### config.mk
export PLATFORM = sky130hd
export DESIGN_NAME = scope_capture_ctrl
export DESIGN_NICKNAME = d
export VERILOG_FILES = /design/src/rtl/scope_pkg.sv /design/src/rtl/scope_decimator.sv /design/src/rtl/scope_capture_ctrl.sv
export SDC_FILE = /design/constraint.sdc
export NUM_CORES = 1
export LEC_CHECK = 0
export CORE_ASPECT_RATIO = 0.75
export CORE_MARGIN = 2
export CORE_UTILIZATION = 45
export CTS_CLUSTER_DIAMETER = 50
export DETAILED_ROUTE_END_ITERATION = 12
export PLACE_DENSITY_LB_ADDON = 0.05
export SYNTH_ARGS = -nofsm -noshare
export SYNTH_HDL_FRONTEND = slang
export SYNTH_SLANG_ARGS = --single-unit
### constraint.sdc
create_clock -name iClk -period 3.1 [get_ports iClk]
set_input_delay 0.465 -clock iClk [delete_from_list [all_inputs] [get_ports iClk]]
set_output_delay 0.465 -clock iClk [all_outputs]
set_load 0.01 [all_outputs]
### src/rtl/scope_pkg.sv
// scope_pkg: default widths, RAM depth derivation and sequencer state encoding
package scope_pkg;
    localparam int DEF_DATA_W  = 8;
    localparam int DEF_ADDR_W  = 10;
    localparam int DEF_DECIM_W = 14;

    typedef enum logic [2:0] {IDLE, PRETRIG, WAIT_TRIG, POSTTRIG, DONE} captureState;

    function automatic int depthOf(input int addrW);
        return 2 ** addrW;
    endfunction
endpackage

### src/rtl/scope_decimator.sv
// scope_decimator: counts valid samples and strobes on every (iRatio+1)-th one
module scope_decimator
    import scope_pkg::*;
#(
    parameter int DECIM_W = DEF_DECIM_W
) (
    input  logic               iClk,
    input  logic               iRst,
    input  logic               iClear,
    input  logic [DECIM_W-1:0] iRatio,
    input  logic               iValid,
    output logic               oStrobe
);
    logic [DECIM_W-1:0] count;

    always_comb oStrobe = iValid && count == iRatio;

    always_ff @(posedge iClk) begin
        if (iRst || iClear) count <= '0;
        else if (iValid) count <= oStrobe ? '0 : count + 1'b1;
    end
endmodule

### src/rtl/scope_capture_ctrl.sv
// scope_capture_ctrl: decimate, fill pre-trigger ring, detect level/slope trigger, capture post window
// Build option SCOPE_FORCE_TRIG_EN adds iForce_Trig, a sticky request that triggers on the next strobe.
module scope_capture_ctrl
    import scope_pkg::*;
#(
    parameter int DATA_W  = DEF_DATA_W,
    parameter int ADDR_W  = DEF_ADDR_W,
    parameter int DECIM_W = DEF_DECIM_W
) (
    input  logic               iClk,
    input  logic               iRst,
    input  logic               iArm,
    input  logic [DECIM_W-1:0] iDecim,
    input  logic [DATA_W-1:0]  iTrig_Level,
    input  logic               iTrig_Rising,
    input  logic [ADDR_W-1:0]  iPre_Trig,
    input  logic [DATA_W-1:0]  iData,
    input  logic               iData_Valid,
`ifdef SCOPE_FORCE_TRIG_EN
    input  logic               iForce_Trig,
`endif
    output logic               oWr_En,
    output logic [ADDR_W-1:0]  oWr_Addr,
    output logic [DATA_W-1:0]  oWr_Data,
    output logic [ADDR_W-1:0]  oTrig_Addr,
    output logic               oBusy,
    output logic               oDone,
    input  logic               iDone_Ack
);
    localparam int DEPTH = depthOf(ADDR_W);
    localparam logic [ADDR_W-1:0] MAX_PRE = ADDR_W'(DEPTH - 1);

    captureState        state;
    logic [DECIM_W-1:0] decimReg;
    logic [DATA_W-1:0]  levelReg, prevSample;
    logic [ADDR_W-1:0]  preReg, preLeft, postLeft, ptr, preClamp;
    logic               risingReg, prevValid, strobe, arm, capturing, slopeHit, trigHit;
`ifdef SCOPE_FORCE_TRIG_EN
    logic               forceReq;
`endif

    always_comb begin
        arm       = state == IDLE && iArm;
        capturing = state == PRETRIG || state == WAIT_TRIG || state == POSTTRIG;
        preClamp  = iPre_Trig > MAX_PRE ? MAX_PRE : iPre_Trig;
        // the previous strobed sample may come from the pre-trigger phase
        slopeHit  = prevValid && (risingReg ? prevSample < levelReg && iData >= levelReg
                                            : prevSample > levelReg && iData <= levelReg);
`ifdef SCOPE_FORCE_TRIG_EN
        trigHit   = slopeHit || forceReq;
`else
        trigHit   = slopeHit;
`endif
    end

    scope_decimator #(.DECIM_W(DECIM_W)) decimator (
        .iClk   (iClk),
        .iRst   (iRst),
        .iClear (arm),
        .iRatio (decimReg),
        .iValid (iData_Valid),
        .oStrobe(strobe)
    );

    always_ff @(posedge iClk) begin
        if (iRst) begin
            state      <= IDLE;
            decimReg   <= '0;
            levelReg   <= '0;
            risingReg  <= 1'b0;
            preReg     <= '0;
            preLeft    <= '0;
            postLeft   <= '0;
            ptr        <= '0;
            prevSample <= '0;
            prevValid  <= 1'b0;
            oWr_En     <= 1'b0;
            oWr_Addr   <= '0;
            oWr_Data   <= '0;
            oTrig_Addr <= '0;
            oBusy      <= 1'b0;
            oDone      <= 1'b0;
`ifdef SCOPE_FORCE_TRIG_EN
            forceReq   <= 1'b0;
`endif
        end else begin
            oWr_En <= capturing && strobe;
            if (capturing && strobe) begin
                oWr_Addr   <= ptr;
                oWr_Data   <= iData;
                ptr        <= ptr + 1'b1;
                prevSample <= iData;
                prevValid  <= 1'b1;
            end
`ifdef SCOPE_FORCE_TRIG_EN
            if (state == WAIT_TRIG && iForce_Trig) forceReq <= 1'b1;
`endif
            case (state)
                IDLE: if (iArm) begin
                    decimReg  <= iDecim;
                    levelReg  <= iTrig_Level;
                    risingReg <= iTrig_Rising;
                    preReg    <= preClamp;
                    preLeft   <= preClamp;
                    ptr       <= '0;
                    prevValid <= 1'b0;
                    oBusy     <= 1'b1;
`ifdef SCOPE_FORCE_TRIG_EN
                    forceReq  <= 1'b0;
`endif
                    state     <= preClamp == '0 ? WAIT_TRIG : PRETRIG;
                end
                PRETRIG: if (strobe) begin
                    preLeft <= preLeft - 1'b1;
                    if (preLeft == ADDR_W'(1)) state <= WAIT_TRIG;
                end
                WAIT_TRIG: if (strobe && trigHit) begin
                    oTrig_Addr <= ptr;
                    postLeft   <= MAX_PRE - preReg;
`ifdef SCOPE_FORCE_TRIG_EN
                    forceReq   <= 1'b0;
`endif
                    if (preReg == MAX_PRE) begin
                        state <= DONE;
                        oBusy <= 1'b0;
                        oDone <= 1'b1;
                    end else begin
                        state <= POSTTRIG;
                    end
                end
                POSTTRIG: if (strobe) begin
                    postLeft <= postLeft - 1'b1;
                    if (postLeft == ADDR_W'(1)) begin
                        state <= DONE;
                        oBusy <= 1'b0;
                        oDone <= 1'b1;
                    end
                end
                DONE: if (iDone_Ack) begin
                    state <= IDLE;
                    oDone <= 1'b0;
                end
                default: state <= IDLE;
            endcase
        end
    end
endmodule
==> impl_metrics.ini <==
[outcome]
status = finished clean

[sta]
hold_violations = 0
setup_viol = 0
relSlewSlack_pct = 40.98
final.period_utilization_pct = 87.05
tightest_slew_ps = 885.2
fin_ws_ps = 401.6
fin_worst_skew_ps = 11.99
finalMaxSlewViolations = 0
rsz0062_at_grt = false
fmax_mhz = 370.6
whs_ps = 454.1
fin_crit_ps = 2698
final.setup.tns_ps = 0

[yosys]
yosysMostFrequentCell = nand2_1
synth.net_count = 754
syn-cell-area_um2 = 5363
syn_inst = 686
ys_warn_count = 0
yosys-top-cells-count = nand2_1 (149), dfxtp_1 (112), a21oi_1 (87), nor2_1 (81), clkbuf_1 (30)
synth_top_cell_by_area = dfxtp_1
synth-edff-count = 0
synth_area_leaders = dfxtp_1 (42%), nand2_1 (10%), a21oi_1 (8.1%), nor2_1 (5.7%), ha_1 (5.1%)
ys_seq_area_share_pct = 41.81
synth_cell_types = 47
synth-main-ff-cell = dfxtp_1
ys_seq_elements = 112
async_flop_share_pct = 0
synth_top_area_share_pct = 41.81
syn_area_per_cell_um2 = 7.817

[route]
drtPass1Iterations = 7
wl_per_cell_um = 14.81
drtIter0Drc = 301
drc_errors = 0
ant_nets = 0
vias = 4993
wirelength_um = 13700
viasPerCell = 5.398

[worst_setup_path]
slowest_delay_ps = 430
crit_path_end_kind = register
cpLargestDelayFamily = compound AO/OA/AOI/OAI gates
critPathLaunch = iData[1]
worstSetupPathType = in -> reg
timing.rr.start = levelReg[1]
critPathArrivalTime_ps = 2900
crit_path_top_delay_cell = clkdlybuf4s50_1
crit_fanout = 12
crit_chain = clkdlybuf4s50_1 -> ha_1 -> nor2b_1 -> o211ai_1 -> a21oi_1 -> a211oi_1 -> xor2_1 -> a222oi_1 -> buf_4 -> buf_4 -> nand3b_1 -> a21oi_1
start_kind = input port
critPathBufInv = 3
required_ps = 3300

[clocking]
cts_sinks = 112
cts_resized = 0
post_cts.repair.setup_buffers = 0
cts_tree = done
cts_hold_buf = 0
root_buffer = clkbuf_16
clk_latency_ps = 350
numCtsBuffers = 9
cts_buffer_depth = 2
clk_pin_slew_ps = 80
cts_max_level = 3

[worst_hold_path]
hold_path.class = reg -> reg
hold_start = oWr_Addr[2]

[placed_design]
io_buffers = 76
hpwl_um = 9763
place_ws_ps = 61.47
place_congestion = 0.8501

[cells_and_area]
nets = 826
drive_gt1_share_pct = 5.111
diodes = 0
n_fill_cell = 1090
syn_to_final_growth_pct = 23.85

[floorplanning]
ios = 77
die_h_um = 98.54
fp-row-count = 34
coreArea_um2 = 11610
initial_core_util_pct = 46.18
die_w_um = 130.1
die-area_um2 = 12820

[global_route]
antenna_found_initial = 0
gr-total-overflow = 0
grt_pass1_vias = 4755
grt_max_degree = 85
grt_usage_pct = 22.30
grt_pass1_wl_um = 23130

[power]
vdd_ir_drop_max_v = 0.0004169
power_leakage_nw = 2.456
power_density_nw_per_um2 = 626.0
fin_total_pwr_w = 0.004158

[job]
cap_violations = 0
## placed cells by master, fill, tap and decap left out, types with 2 or more instances in the layout
cell type,netlist,final
a211oi_1,9,9
a21oi_1,87,87
a22oi_1,2,2
a31oi_1,7,7
and3_1,10,10
buf_4,0,16
clkbuf_16,0,9
clkdlybuf4s50_1,0,75
dfxtp_1,112,112
ha_1,22,22
inv_1,21,21
inv_6,0,4
mux2i_1,10,10
nand2_1,149,149
nand2b_1,3,3
nand3_1,8,8
nand3b_1,2,2
nand4_1,16,16
nand4b_1,3,3
nor2_1,81,81
nor2b_1,5,5
nor3_1,13,13
nor4_1,9,9
o211ai_1,4,4
o21a_1,2,2
o21ai_0,12,12
o221a_2,2,2
o22ai_1,2,2
o31ai_1,3,3
o32ai_1,5,5
or3_1,5,5
xnor2_1,14,14
xor2_1,21,21
## cell type report
| class | instances | area, um2 | area share (%) |
|---|---|---|---|
| clock inverter | 6 | 72.57 | 1.093 |
| inverter | 21 | 78.83 | 1.187 |
| clock buffer | 10 | 229.0 | 3.448 |
| timing repair buffer | 93 | 895.9 | 13.49 |
| tap | 162 | 202.7 | 3.052 |
| sequential | 112 | 2242 | 33.76 |
| multi-input combinational | 521 | 2920 | 43.97 |
## path summary, 6_finish.rpt
path,end,slack [ps],cells after the start
min,oWr_Addr[2],450,2
max,postLeft[1],400,12
min reg2reg,oWr_Addr[2],450,2
max reg2reg,state[1],400,10
## flip-flops by register name, summed over array words and instances, names as in the netlist
register         cells
decimReg            14
decimator.count     14
oTrig_Addr          10
oWr_Addr            10
postLeft            10
preLeft             10
preReg              10
ptr                 10
levelReg             8
prevSample           8
state                3
oBusy                1
oDone                1
oWr_En               1
prevValid            1
risingReg            1
## logic make-up after synthesis
kind of cell	after synthesis	synth area share [%]
compound gates	143	15.75
xor+xnor	35	5.716
fa+ha+maj	22	5.133
buf+inv	53	3.733
flops	112	41.81
mux	10	1.867
simple gates	311	25.99
## metal layers
| layer | global-route usage (%) | share of wire (%) | vias up |
|---|---|---|---|
| met2 | 34.43 | 44 | 153 |
| met3 | 4.669 | 6.1 | 12 |
| met5 | 0 | 0 | - |
| met4 | 5.211 | 0.86 | 0 |
| li1 | - | - | 2506 |
| met1 | 32.04 | 49 | 2322 |
## worst min-delay path: cells and delay by family (launching register included)
kind / cells / cell delay, ps
compound gates: 1 / 50
flops: 1 / 310
simple gates: 1 / 50
## power breakdown
| group | internal (W) | switching [W] |
|---|---|---|
| combinational | 0.000479 | 0.000747 |
| clock | 0.000640 | 0.000557 |
| sequential | 0.00159 | 0.000148 |
## stage by stage
| stage | util (%) | std cells | instance area [um2] |
|---|---|---|---|
| 2_1_floorplan | - | 686 | 5363 |
| 3_3_place_gp | 54.59 | 909 | 6340 |
| 3_5_place_dp | 54.59 | 909 | 6340 |
| 4_1_cts | 57.19 | 925 | 6641 |
| 5_1_grt | 57.19 | 925 | 6641 |
| 6_report | 57.19 | 925 | 6641 |
Power figures use the tool's default switching activity.
